$ cat src/rtl/flag_controller_pkg.sv
// Shared types and constants for the status-flag controller and its saved-flag stack.
package flag_controller_pkg;

  localparam int STACK_DEPTH_DEF = 4;

  // Bit positions inside the flag_op request mask.
  localparam int OP_CSET   = 3;
  localparam int OP_CRESET = 2;
  localparam int OP_ZSET   = 1;
  localparam int OP_ZRESET = 0;

  typedef enum logic {
    ST_IDLE = 1'b0,
    ST_SEQ  = 1'b1
  } state_t;

  // Set requests win over reset requests on the same flag.
  function automatic logic [3:0] resolve_mask(input logic [3:0] op);
    logic [3:0] m;
    m = op;
    if (op[OP_CSET]) m[OP_CRESET] = 1'b0;
    if (op[OP_ZSET]) m[OP_ZRESET] = 1'b0;
    return m;
  endfunction

  // One-hot of the highest set bit, which is the next strobe to issue.
  function automatic logic [3:0] first_bit(input logic [3:0] m);
    logic [3:0] f;
    casez (m)
      4'b1???: f = 4'b1000;
      4'b01??: f = 4'b0100;
      4'b001?: f = 4'b0010;
      4'b0001: f = 4'b0001;
      default: f = 4'b0000;
    endcase
    return f;
  endfunction

endpackage

$ cat src/rtl/flag_stack.sv
// Small synchronous LIFO of saved {C,Z} flag pairs; a simultaneous push and pop
// overwrites the top entry after it has been read.
module flag_stack
  import flag_controller_pkg::*;
#(
  parameter int DEPTH = STACK_DEPTH_DEF
) (
  input  logic       clk,
  input  logic       rst,
  input  logic       push,
  input  logic       pop,
  input  logic [1:0] din,
  output logic [1:0] dout,
  output logic [2:0] depth,
  output logic       full,
  output logic       empty
);

  localparam int IW = (DEPTH > 1) ? $clog2(DEPTH) : 1;

  logic [1:0]    mem [DEPTH];
  logic [IW-1:0] top_idx;
  logic [IW-1:0] wr_idx;
  logic          do_pop;
  logic          do_push;

  assign empty   = (depth == 3'd0);
  assign full    = (depth == 3'(DEPTH));
  assign do_pop  = pop & ~empty;
  // A pop in the same cycle frees the slot, so a push onto a full stack still lands.
  assign do_push = push & (~full | do_pop);
  assign top_idx = IW'(depth - 3'd1);
  assign wr_idx  = do_pop ? top_idx : IW'(depth);
  assign dout    = empty ? 2'b00 : mem[top_idx];

  always_ff @(posedge clk) begin
    if (rst) begin
      depth <= '0;
    end else begin
      if (do_push) mem[wr_idx] <= din;
      if (do_push && !do_pop)      depth <= depth + 3'd1;
      else if (do_pop && !do_push) depth <= depth - 3'd1;
    end
  end

endmodule

$ cat src/rtl/flag_controller.sv
// Arbitrates ALU updates, stack restores and set/reset flag requests into registered
// drive for the status register, sequencing multi-bit flag_op masks one strobe per cycle.
module flag_controller
  import flag_controller_pkg::*;
#(
  parameter int STACK_DEPTH = STACK_DEPTH_DEF
) (
  input  logic       clk,
  input  logic       ExternalReset,
  input  logic       alu_upd,
  input  logic       alu_c,
  input  logic       alu_z,
  input  logic [3:0] flag_op,
  input  logic       push,
  input  logic       pop,
  input  logic       sr_c,
  input  logic       sr_z,
  output logic       SRload,
  output logic       Cin,
  output logic       Zin,
  output logic       Cset,
  output logic       Creset,
  output logic       Zset,
  output logic       Zreset,
  output logic       busy,
  output logic [2:0] stack_depth,
  output logic       ovf_err,
  output logic       unf_err,
  output logic       drop_err
);

  state_t     state;
  logic [3:0] pend;
  logic [3:0] mask;
  logic [3:0] first;
  logic [3:0] seq_first;
  logic       has_op;
  logic       stk_pop;
  logic       pop_ok;
  logic [1:0] stk_dout;
  logic       stk_full;
  logic       stk_empty;

  assign has_op    = |flag_op;
  assign mask      = resolve_mask(flag_op);
  assign first     = first_bit(mask);
  assign seq_first = first_bit(pend);
  // Pops are requests and are discarded while busy; pushes are always served.
  assign stk_pop   = pop & ~busy;
  assign pop_ok    = stk_pop & ~stk_empty;

  flag_stack #(.DEPTH(STACK_DEPTH)) u_stack (
    .clk   (clk),
    .rst   (ExternalReset),
    .push  (push),
    .pop   (stk_pop),
    .din   ({sr_c, sr_z}),
    .dout  (stk_dout),
    .depth (stack_depth),
    .full  (stk_full),
    .empty (stk_empty)
  );

  always_ff @(posedge clk) begin
    if (ExternalReset) begin
      state    <= ST_IDLE;
      pend     <= '0;
      busy     <= 1'b0;
      SRload   <= 1'b0;
      Cin      <= 1'b0;
      Zin      <= 1'b0;
      {Cset, Creset, Zset, Zreset} <= 4'b0000;
      ovf_err  <= 1'b0;
      unf_err  <= 1'b0;
      drop_err <= 1'b0;
    end else begin
      SRload <= 1'b0;
      Cin    <= 1'b0;
      Zin    <= 1'b0;
      {Cset, Creset, Zset, Zreset} <= 4'b0000;
      if (push && stk_full && !pop_ok) ovf_err <= 1'b1;

      case (state)
        ST_IDLE: begin
          if (pop) begin
            if (stk_empty) unf_err <= 1'b1;
            else begin
              SRload     <= 1'b1;
              {Cin, Zin} <= stk_dout;
            end
            if (alu_upd || has_op) drop_err <= 1'b1;
          end else if (alu_upd) begin
            SRload <= 1'b1;
            Cin    <= alu_c;
            Zin    <= alu_z;
            if (has_op) drop_err <= 1'b1;
          end else if (has_op) begin
            {Cset, Creset, Zset, Zreset} <= first;
            pend <= mask & ~first;
            if ((mask & ~first) != 4'b0000) begin
              state <= ST_SEQ;
              busy  <= 1'b1;
            end
          end
        end
        ST_SEQ: begin
          if (alu_upd || pop || has_op) drop_err <= 1'b1;
          {Cset, Creset, Zset, Zreset} <= seq_first;
          pend <= pend & ~seq_first;
          // Drop busy together with the last strobe so the next request overlaps it.
          if ((pend & ~seq_first) == 4'b0000) begin
            state <= ST_IDLE;
            busy  <= 1'b0;
          end
        end
        default: begin
          state <= ST_IDLE;
          busy  <= 1'b0;
        end
      endcase
    end
  end

endmodule

$ cat config.mk
export PLATFORM = sky130hd
export DESIGN_NAME = flag_controller
export DESIGN_NICKNAME = d
export VERILOG_FILES = /design/src/rtl/flag_controller_pkg.sv /design/src/rtl/flag_stack.sv /design/src/rtl/flag_controller.sv
export SDC_FILE = /design/constraint.sdc
export NUM_CORES = 1
export LEC_CHECK = 0
export ABC_CLOCK_PERIOD_IN_PS = 2600
export BUFFER_PORTS_ARGS = -buffer_cell sky130_fd_sc_hd__buf_2
export CORE_MARGIN = 4
export CORE_UTILIZATION = 52
export CTS_CLUSTER_SIZE = 24
export DETAILED_ROUTE_END_ITERATION = 10
export PLACE_DENSITY = 0.76
export REMOVE_ABC_BUFFERS = 1
export SLEW_MARGIN = 25
export SYNTH_ARGS = -nofsm -noshare
export SYNTH_HDL_FRONTEND = slang
export SYNTH_SLANG_ARGS = --single-unit
$ cat constraint.sdc
create_clock -name clk -period 2.6 [get_ports clk]
set_clock_uncertainty 0.1 [all_clocks]
set_input_delay 0.52 -clock clk [delete_from_list [all_inputs] [get_ports clk]]
set_output_delay 0.52 -clock clk [all_outputs]
set_load 0.02 [all_outputs]
==> metrics, run 1 <==
Post-Place Worst Slack 305 ps; clock sink total 27; max-slew violations 0; main combinational cell family by area after synthesis simple AND/OR/NAND/NOR gates; Top reg by flops u_stack.mem; Comb pwr share 37.8%; largest registers u_stack.mem: 8 flops, pend: 4 flops, u_stack.depth: 3 flops; final setup TNS 0 ps; post-synthesis sequential area ratio 49.0%; Final Hold Vio Count 0; post-synthesis compound-gate area fraction 16.5%; post-layout instance area 1430 sq um; max reg flops 8; total of max-cap violations 0; crit path kind flip-flop to flip-flop; setup violators final 0; number of CTS-inserted buffers 3; PnR Total Power 1.12 mW; gpl congestion 0.849; Final #Nets 167; Synth Warn # 0; static leakage 0.564 nW; Initial Util 56.2%; Slowest-stage cell, CP dfxtp_1; Sw Share 36.5%; Post-Syn Instances 124; P_int 0.715 mW; worst path cell trace inv_1, ha_1, nor2b_1, nor2_1, inv_1, ha_1, or3_1, a21oi_1; post-synthesis mux area share 4.35%; largest net degree at the start of global routing 21; EDFF count, synth 8; Setup Buffers After CTS 0; Syn-to-layout area delta 12.8%; drt first-iter violations 36; pwr/cell area 787 nW/um^2; die area 3290 sq um; global-route wire length before repair 4.35 mm; Hold Slack 311 ps; Post-synth top flop dfxtp_1; CTS tree done; WL/cell 14.7 microns; Die Width 57.3 microns; utilization after layout 63.4%; Reg clk slew, reported paths 150 ps; P_sw 0.410 mW; cell area after synthesis 1270 sq um; Worst EP arrival 2530 ps; # DRC 0; core box area 2250 sq um; Via density 5.91; leading cell type in the layout, fill and taps excluded buf_2; clock latency on the worst-skew pair 320 ps; Worst EP required 2750 ps; Placement Cell Area 1400 sq um; Hold Path Class primary input to flip-flop; number of global-route vias before repair 994; Pre-antenna DRT Iters 4; Final period util 91.4%; hold buffers post-CTS 0; dpl hpwl 1.98 mm; Vias 1046; Bufs and invs on worst path 2; Clock Root Buffer clkbuf_4; simple logic cell fraction of the synthesized area 19.6%; Largest delay share family, worst path simple AND/OR/NAND/NOR gates; Tot GR Track Use 16.2%; Diodes inserted 0; H-tree depth 1; RSZ-0062 raised after global routing no; die height 57.3 microns; fraction of registers with async set/reset 0%; placed insts 173; Slew @ Worst Pin 506 ps; total global routing overflow 0; Syn Area/Cell 10.2 sq um; Synth Area in Adders 3.95%; clock share of power 16.0%; startpoint types flip-flop; Post-Synth XOR/XNOR Area 1.38%; max incr delay on CP 460 ps; slew margin rel. 65.4%; post-route insts no fill 177; # resized after CTS 0; clk buf depth 2; worst vdd ir 0.000626 V; Post-Route WL 2.60 mm; row count 17; IO Pins 27; layout cells sized above 1 26.2%; status complete, no violations; Yosys cell types 40; initial antenna violation count 0; setup ws final 223 ps; I/O Buffers 26; DRT antenna net count 0; crit path max fanout 7; Yosys reg bits 27; leading cell types in the layout, fill and taps excluded buf_2 (26), dfxtp_1 (19), nor2_1 (15); Fmax 421 MHz; sequential share of power 46.2%; Worst setup EP type flip-flop; minimum clock period after layout 2380 ps
[final timing paths]
path                            cells after the start                          start  slack [ps]                             to
worst max-delay path                                8  u_stack.depth[1]$_SDFFE_PP0P_         220  u_stack.depth[2]$_SDFFE_PP0P_
worst min-delay path                                2                          alu_z         310                 Zin$_SDFF_PP0_
worst max register to register                      8  u_stack.depth[1]$_SDFFE_PP0P_         220  u_stack.depth[2]$_SDFFE_PP0P_
worst min register to register                      2           ovf_err$_SDFFE_PP0P_         390           ovf_err$_SDFFE_PP0P_
[per-layer routing]
layer | wire [microns] | vias to the layer above | track usage [%] | share of wire (%)
li1 | - | 510 | - | -
met1 | 1150 | 494 | 21.0 | 44
met2 | 1260 | 40 | 28.4 | 49
met3 | 165 | 2 | 2.71 | 6.4
met4 | 18 | 0 | 2.98 | 0.69
met5 | 0 | - | 0 | 0
[power by group through the flow]
| stage | clock network (mW) | registers (mW) | logic, mW |
|---|---|---|---|
| after detailed placement | 0 | 0.529 | 0.424 |
| after CTS | 0.186 | 0.520 | 0.427 |
| final | 0.180 | 0.520 | 0.425 |
| after floorplan | 0 | 0.584 | 0.236 |
| after global routing | 0.209 | 0.526 | 0.466 |
| after global placement | 0 | 0.526 | 0.400 |
[final cells by class]
| type | count | area [sq um] |
|---|---|---|
| repair buffers | 27 | 138 |
| multi-input cells | 84 | 579 |
| well taps | 28 | 35.0 |
| inverters | 7 | 26.3 |
| flip-flops and latches | 27 | 621 |
| clock inverters | 1 | 7.51 |
| fillers | 195 | 826 |
| clock buffers | 3 | 22.5 |
[synthesized netlist by cell type (2+ instances only)]
cell type,n,area share [%]
nand2_1,3,0.89
buf_4,2,1.2
nor2b_1,4,2.0
mux4_2,2,3.6
nor2_1,15,4.4
a21oi_1,12,4.7
or3_1,3,1.5
dfxtp_1,19,30
edfxtp_1,8,19
nor3_1,3,1.2
nand3_1,7,2.8
buf_2,2,0.79
a32o_1,2,1.6
a32oi_1,3,2.1
xor2_1,2,1.4
o21ai_0,3,1.2
ha_1,4,4.0
inv_1,7,2.1
a211oi_1,2,1.2
[logic make-up (layout without fill, tap and decap cells)]
group                      Yosys count  after routing
adders and majority gates            4              4
AOI/OAI and AO/OA                   30             30
xor gates and xnor gates             2              2
buffers and inverters               13             38
muxes                                3              3
and+or+nand+nor                     45             45
DFF                                 27             27
Power figures use the tool's default switching activity.
==> run 2: changes to the inputs <==
--- a/config.mk
+++ b/config.mk
@@ -7,8 +7,10 @@
 export LEC_CHECK = 0
 export ABC_CLOCK_PERIOD_IN_PS = 2600
 export BUFFER_PORTS_ARGS = -buffer_cell sky130_fd_sc_hd__buf_2
+export CELL_PAD_IN_SITES_DETAIL_PLACEMENT = 1
+export CELL_PAD_IN_SITES_GLOBAL_PLACEMENT = 1
 export CORE_MARGIN = 4
-export CORE_UTILIZATION = 52
+export CORE_UTILIZATION = 40
 export CTS_CLUSTER_SIZE = 24
 export DETAILED_ROUTE_END_ITERATION = 10
 export PLACE_DENSITY = 0.76
==> run 2 against run 1 <==
  * Power rose by 1.4%
  * Clock power barely moved
  * Sequential cell count did not move
  * Cell count rose by 10%
  * Critical endpoint unchanged
  * Largest cell class unchanged
  * Largest power group unchanged
==> metrics, run 2 (same netlist as run 1, synthesis figures left out) <==
max reg flops 8 (unchanged); # resized after CTS 0 (unchanged); slew margin rel. 69.1% (+3.7 points); max incr delay on CP 400 ps (-60 ps); layout cells sized above 1 27.2% (+0.98 points); post-layout instance area 1460 sq um (+2.3%); total of max-cap violations 0 (unchanged); crit path kind flip-flop to flip-flop; Pre-antenna DRT Iters 3 (-1); row count 20 (+3); Die Width 64.3 microns (+12%); startpoint types flip-flop; Vias 1047 (+0.096%); minimum clock period after layout 2330 ps (-48.9 ps); Worst EP required 2770 ps (+20 ps); Fmax 429 MHz (+2.1%); global-route wire length before repair 5.15 mm (+18%); setup violators final 0 (unchanged); pwr/cell area 781 nW/um^2 (-0.86%); clock latency on the worst-skew pair 330 ps (about the same); WL/cell 15.7 microns (+6.8%); Final Hold Vio Count 0 (unchanged); static leakage 0.575 nW (+2.0%); Worst EP arrival 2500 ps (-30 ps); Reg clk slew, reported paths 140 ps (about the same); Syn-to-layout area delta 15.4%; die area 4130 sq um (+26%); Setup Buffers After CTS 0 (unchanged); Worst setup EP type flip-flop; core box area 3050 sq um (+35%); Tot GR Track Use 16.0% (-0.24 points); number of global-route vias before repair 1118 (+12%); hold buffers post-CTS 0 (unchanged); Post-Route WL 3.05 mm (+18%); DRT antenna net count 0 (unchanged); initial antenna violation count 0 (unchanged); utilization after layout 47.9% (-16 points); worst vdd ir 0.000391 V (-38%); Clock Root Buffer clkbuf_4; crit path max fanout 7 (unchanged); Final #Nets 169 (+1.2%); total global routing overflow 0 (unchanged); Placement Cell Area 1430 sq um (+2.5%); Final period util 89.6% (-1.9 points); status complete, no violations; RSZ-0062 raised after global routing no; setup ws final 271 ps (+48.9 ps); clock sink total 27 (unchanged); leading cell types in the layout, fill and taps excluded buf_2 (26), dfxtp_1 (18), nor2_1 (15); dpl hpwl 2.40 mm (+21%); H-tree depth 1 (unchanged); final setup TNS 0 ps (unchanged); largest net degree at the start of global routing 20 (-4.8%); I/O Buffers 26 (unchanged); number of CTS-inserted buffers 3 (unchanged); Slew @ Worst Pin 452 ps (-53.8 ps); Hold Path Class primary input to flip-flop; R2R setup slack 270 ps (+50 ps); gpl congestion 0.846 (-0.26%); max-slew violations 0 (unchanged); worst path cell trace inv_1, ha_1, nor2b_1, nor2_1, inv_1, ha_1, or3_1, a21oi_1; CTS tree done; die height 64.3 microns (+12%); Slowest-stage cell, CP dfxtp_2; drt first-iter violations 32 (-11%); clk buf depth 2 (unchanged); IO Pins 27 (unchanged); Hold Slack 305 ps (-5.46 ps); Via density 5.37 (-9.1%); leading cell type in the layout, fill and taps excluded buf_2; Initial Util 41.5% (-15 points); Top reg by flops u_stack.mem; Post-Place Worst Slack 226 ps (-79.3 ps); Diodes inserted 0 (unchanged); # DRC 0 (unchanged); largest registers u_stack.mem: 8 flops, pend: 4 flops, u_stack.depth: 3 flops
==> run 2: report_power, final <==
group | switching, mW | total (mW) | internal [mW]
registers | 0.0349 | 0.525 | 0.490
logic | 0.264 | 0.434 | 0.170
clock network | 0.121 | 0.182 | 0.0602
total | 0.420 | 1.14 | 0.721
==> run 2: stage by stage <==
stage	std cells	power (mW)
6_report	195	1.14
3_3_place_gp	191	0.937
3_5_place_dp	191	0.971
2_1_floorplan	118	0.820
4_1_cts	195	1.16
5_1_grt	195	1.21
==> run 2: final timing paths <==
check                                start  cells after the start                       endpoint
max reg2reg  u_stack.depth[1]$_SDFFE_PP0P_                      8  u_stack.depth[2]$_SDFFE_PP0P_
min reg2reg          drop_err$_SDFFE_PP0P_                      2          drop_err$_SDFFE_PP0P_
min                                  alu_c                      2                 Cin$_SDFF_PP0_
max          u_stack.depth[1]$_SDFFE_PP0P_                      8  u_stack.depth[2]$_SDFFE_PP0P_
==> run 2: routing by layer <==
metal / vias to the layer above / wire, microns / track usage, %
met5: - / 0 / 0
met4: 0 / 77 / 7.39
met3: 8 / 147 / 3.34
met2: 23 / 1550 / 28.5
met1: 505 / 1280 / 18.0
li1: 511 / - / -
==> run 2: layout make-up <==
cell class,count,area [sq um]
Timing Repair Buffer,29,153
Clock buffer,4,26.3
Multi-Input combinational cell,84,579
Inverter,7,26.3
Tap cell,44,55.1
Fill cell,381,1590
Sequential cell,27,622
==> run 2: worst max-delay path, delay by kind of cell (launching register included) <==
| kind | cells | cell delay, ps |
|---|---|---|
| AO/OA/AOI/OAI | 1 | 150 |
| adder cells (fa/ha/maj) | 2 | 590 |
| buffers and inverters | 2 | 270 |
| flip-flops | 1 | 400 |
| AND/OR/NAND/NOR | 3 | 760 |
==> run 3: changes to the inputs <==
--- a/config.mk
+++ b/config.mk
@@ -9,6 +9,7 @@
 export BUFFER_PORTS_ARGS = -buffer_cell sky130_fd_sc_hd__buf_2
 export CELL_PAD_IN_SITES_DETAIL_PLACEMENT = 1
 export CELL_PAD_IN_SITES_GLOBAL_PLACEMENT = 1
+export CORE_ASPECT_RATIO = 0.7
 export CORE_MARGIN = 4
 export CORE_UTILIZATION = 40
 export CTS_CLUSTER_SIZE = 24
==> run 3 against run 2 <==
  * Cell count fell by 5.1%
  * Core utilization rose by 2.2 points
  * Die area rose by 0.34%
  * Largest power group unchanged
  * Routed wire length rose by 0.65%
  * Highest routed layer unchanged
  * First-iteration DRC count rose to 2.5 times the previous value
  * Global-route usage rose by 0.32 points
==> metrics, run 3 (same netlist as run 1, synthesis figures left out) <==
largest net degree at the start of global routing 21 (+5.0%); total global routing overflow 0 (unchanged); RR Startpoint u_stack.depth[1]$_SDFFE_PP0P_; total of max-cap violations 0 (unchanged); static leakage 0.572 nW (-0.44%); Largest delay share family, worst path simple AND/OR/NAND/NOR gates; WL/cell 16.6 microns (+6.1%); # DRC 0 (unchanged); Slowest-stage cell, CP dfxtp_1; RSZ-0062 raised after global routing no; CTS tree done; leading cell type in the layout, fill and taps excluded buf_2; Crit. Startpoint u_stack.depth[1]$_SDFFE_PP0P_; Slew @ Worst Pin 535 ps (+82.7 ps); H-tree depth 1 (unchanged); Pre-antenna DRT Iters 4 (+1); max incr delay on CP 420 ps (+20 ps); Tot GR Track Use 16.3% (+0.32 points); largest registers u_stack.mem: 8 flops, pend: 4 flops, u_stack.depth: 3 flops; Initial Util 43.6% (+2.1 points); Worst EP arrival 2410 ps (-90 ps); Post-Route WL 3.07 mm (+0.65%); IO Pins 27 (unchanged); worst path cell trace inv_1, ha_1, nor2b_1, nor2_1, inv_1, ha_1, or3_1, a21oi_1; Final Hold Vio Count 0 (unchanged); clock sink total 27 (unchanged); Fmax 436 MHz (+1.5%); Setup Buffers After CTS 0 (unchanged); setup violators final 0 (unchanged); startpoint types flip-flop; Bufs and invs on worst path 2 (unchanged); leading cell types in the layout, fill and taps excluded buf_2 (26), dfxtp_1 (19), nor2_1 (15); row count 16 (-20%); RR Endpoint u_stack.depth[2]$_SDFFE_PP0P_; # resized after CTS 0 (unchanged); Via density 5.63 (+4.8%); slew margin rel. 64.1% (-4.9 points); Levels on crit path 8 (unchanged); Vias 1041 (-0.57%); max reg flops 8 (unchanged); final setup TNS 0 ps (unchanged); minimum clock period after layout 2300 ps (-33.4 ps); die height 55.1 microns (-14%); Worst setup EP type flip-flop; core box area 2900 sq um (-4.9%); utilization after layout 50.1% (+2.2 points); DRT antenna net count 0 (unchanged); Worst EP required 2710 ps (-60 ps); Diodes inserted 0 (unchanged); R2R setup slack 300 ps (+30 ps); worst vdd ir 0.000402 V (+3.0%); gpl congestion 0.798 (-5.8%); Syn-to-layout area delta 14.8%; I/O Buffers 26 (unchanged); setup ws final 305 ps (+33.4 ps); hold buffers post-CTS 0 (unchanged); pwr/cell area 817 nW/um^2 (+4.6%); r2r worst-path depth 8 (unchanged); drt first-iter violations 80 (+150%); Die Width 75.2 microns (+17%); Final #Nets 167 (-1.2%); Hold Path Class primary input to flip-flop; initial antenna violation count 0 (unchanged); crit path to u_stack.depth[2]$_SDFFE_PP0P_; dpl hpwl 2.37 mm (-1.1%); # fillers 353 (-7.3%); clk buf depth 2 (unchanged); number of CTS-inserted buffers 3 (unchanged); Clock Root Buffer clkbuf_8; Final period util 88.3% (-1.3 points); Post-Place Worst Slack 313 ps (+87.7 ps); Reg clk slew, reported paths 90 ps (-50 ps); layout cells sized above 1 25.5% (-1.6 points); number of global-route vias before repair 967 (-14%); max-slew violations 0 (unchanged); global-route wire length before repair 4.95 mm (-4.0%); crit path kind flip-flop to flip-flop; clock latency on the worst-skew pair 270 ps (-60 ps); crit path max fanout 7 (unchanged); die area 4140 sq um (+0.34%); Top reg by flops u_stack.mem; status complete, no violations
run 3: final cells by class:
type	instances	area (sq um)	area share (%)
tap	36	45.0	3.10
multi-input combinational	84	579	39.8
inverter	7	26.3	1.81
timing repair buffer	27	138	9.47
sequential	27	621	42.7
clock buffer	4	45.0	3.10
run 3: layer usage:
metal | GRT usage [%] | wire [microns]
met5 | 0 | 0
met4 | 3.49 | 19
met3 | 4.51 | 175
met2 | 24.0 | 1280
met1 | 23.8 | 1600
run 3: power by group:
part / internal [mW] / switching, mW
clock network: 0.110 / 0.129
registers: 0.489 / 0.0326
logic: 0.167 / 0.259
total: 0.766 / 0.421
run 3: how the worst min path moves through the flow:
| stage | endpoint | slack [ps] | cells past startpoint | startpoint |
|---|---|---|---|---|
| 2_1_floorplan | Zreset$_SDFF_PP0_ | 370 | 2 | pend[0]$_SDFFE_PP0P_ |
| 3_5_place_dp | drop_err$_SDFFE_PP0P_ | 360 | 2 | drop_err$_SDFFE_PP0P_ |
| 3_3_place_gp | drop_err$_SDFFE_PP0P_ | 360 | 2 | drop_err$_SDFFE_PP0P_ |
| 6_report | Cin$_SDFF_PP0_ | 360 | 2 | alu_c |
| 4_1_cts | Cin$_SDFF_PP0_ | 360 | 2 | alu_c |
| 5_1_grt | Cin$_SDFF_PP0_ | 370 | 2 | alu_c |
run 3: per-stage QoR:
step / hold WS (ps) / instance area (sq um) / power (mW) / instances
finish: 363 / 1450 / 1.19 / 185
global placement: 355 / 1410 / 0.944 / 181
CTS: 362 / 1450 / 1.20 / 185
global route: 366 / 1450 / 1.26 / 185
floorplan: 367 / 1230 / 0.820 / 118
detailed placement: 358 / 1410 / 0.957 / 181
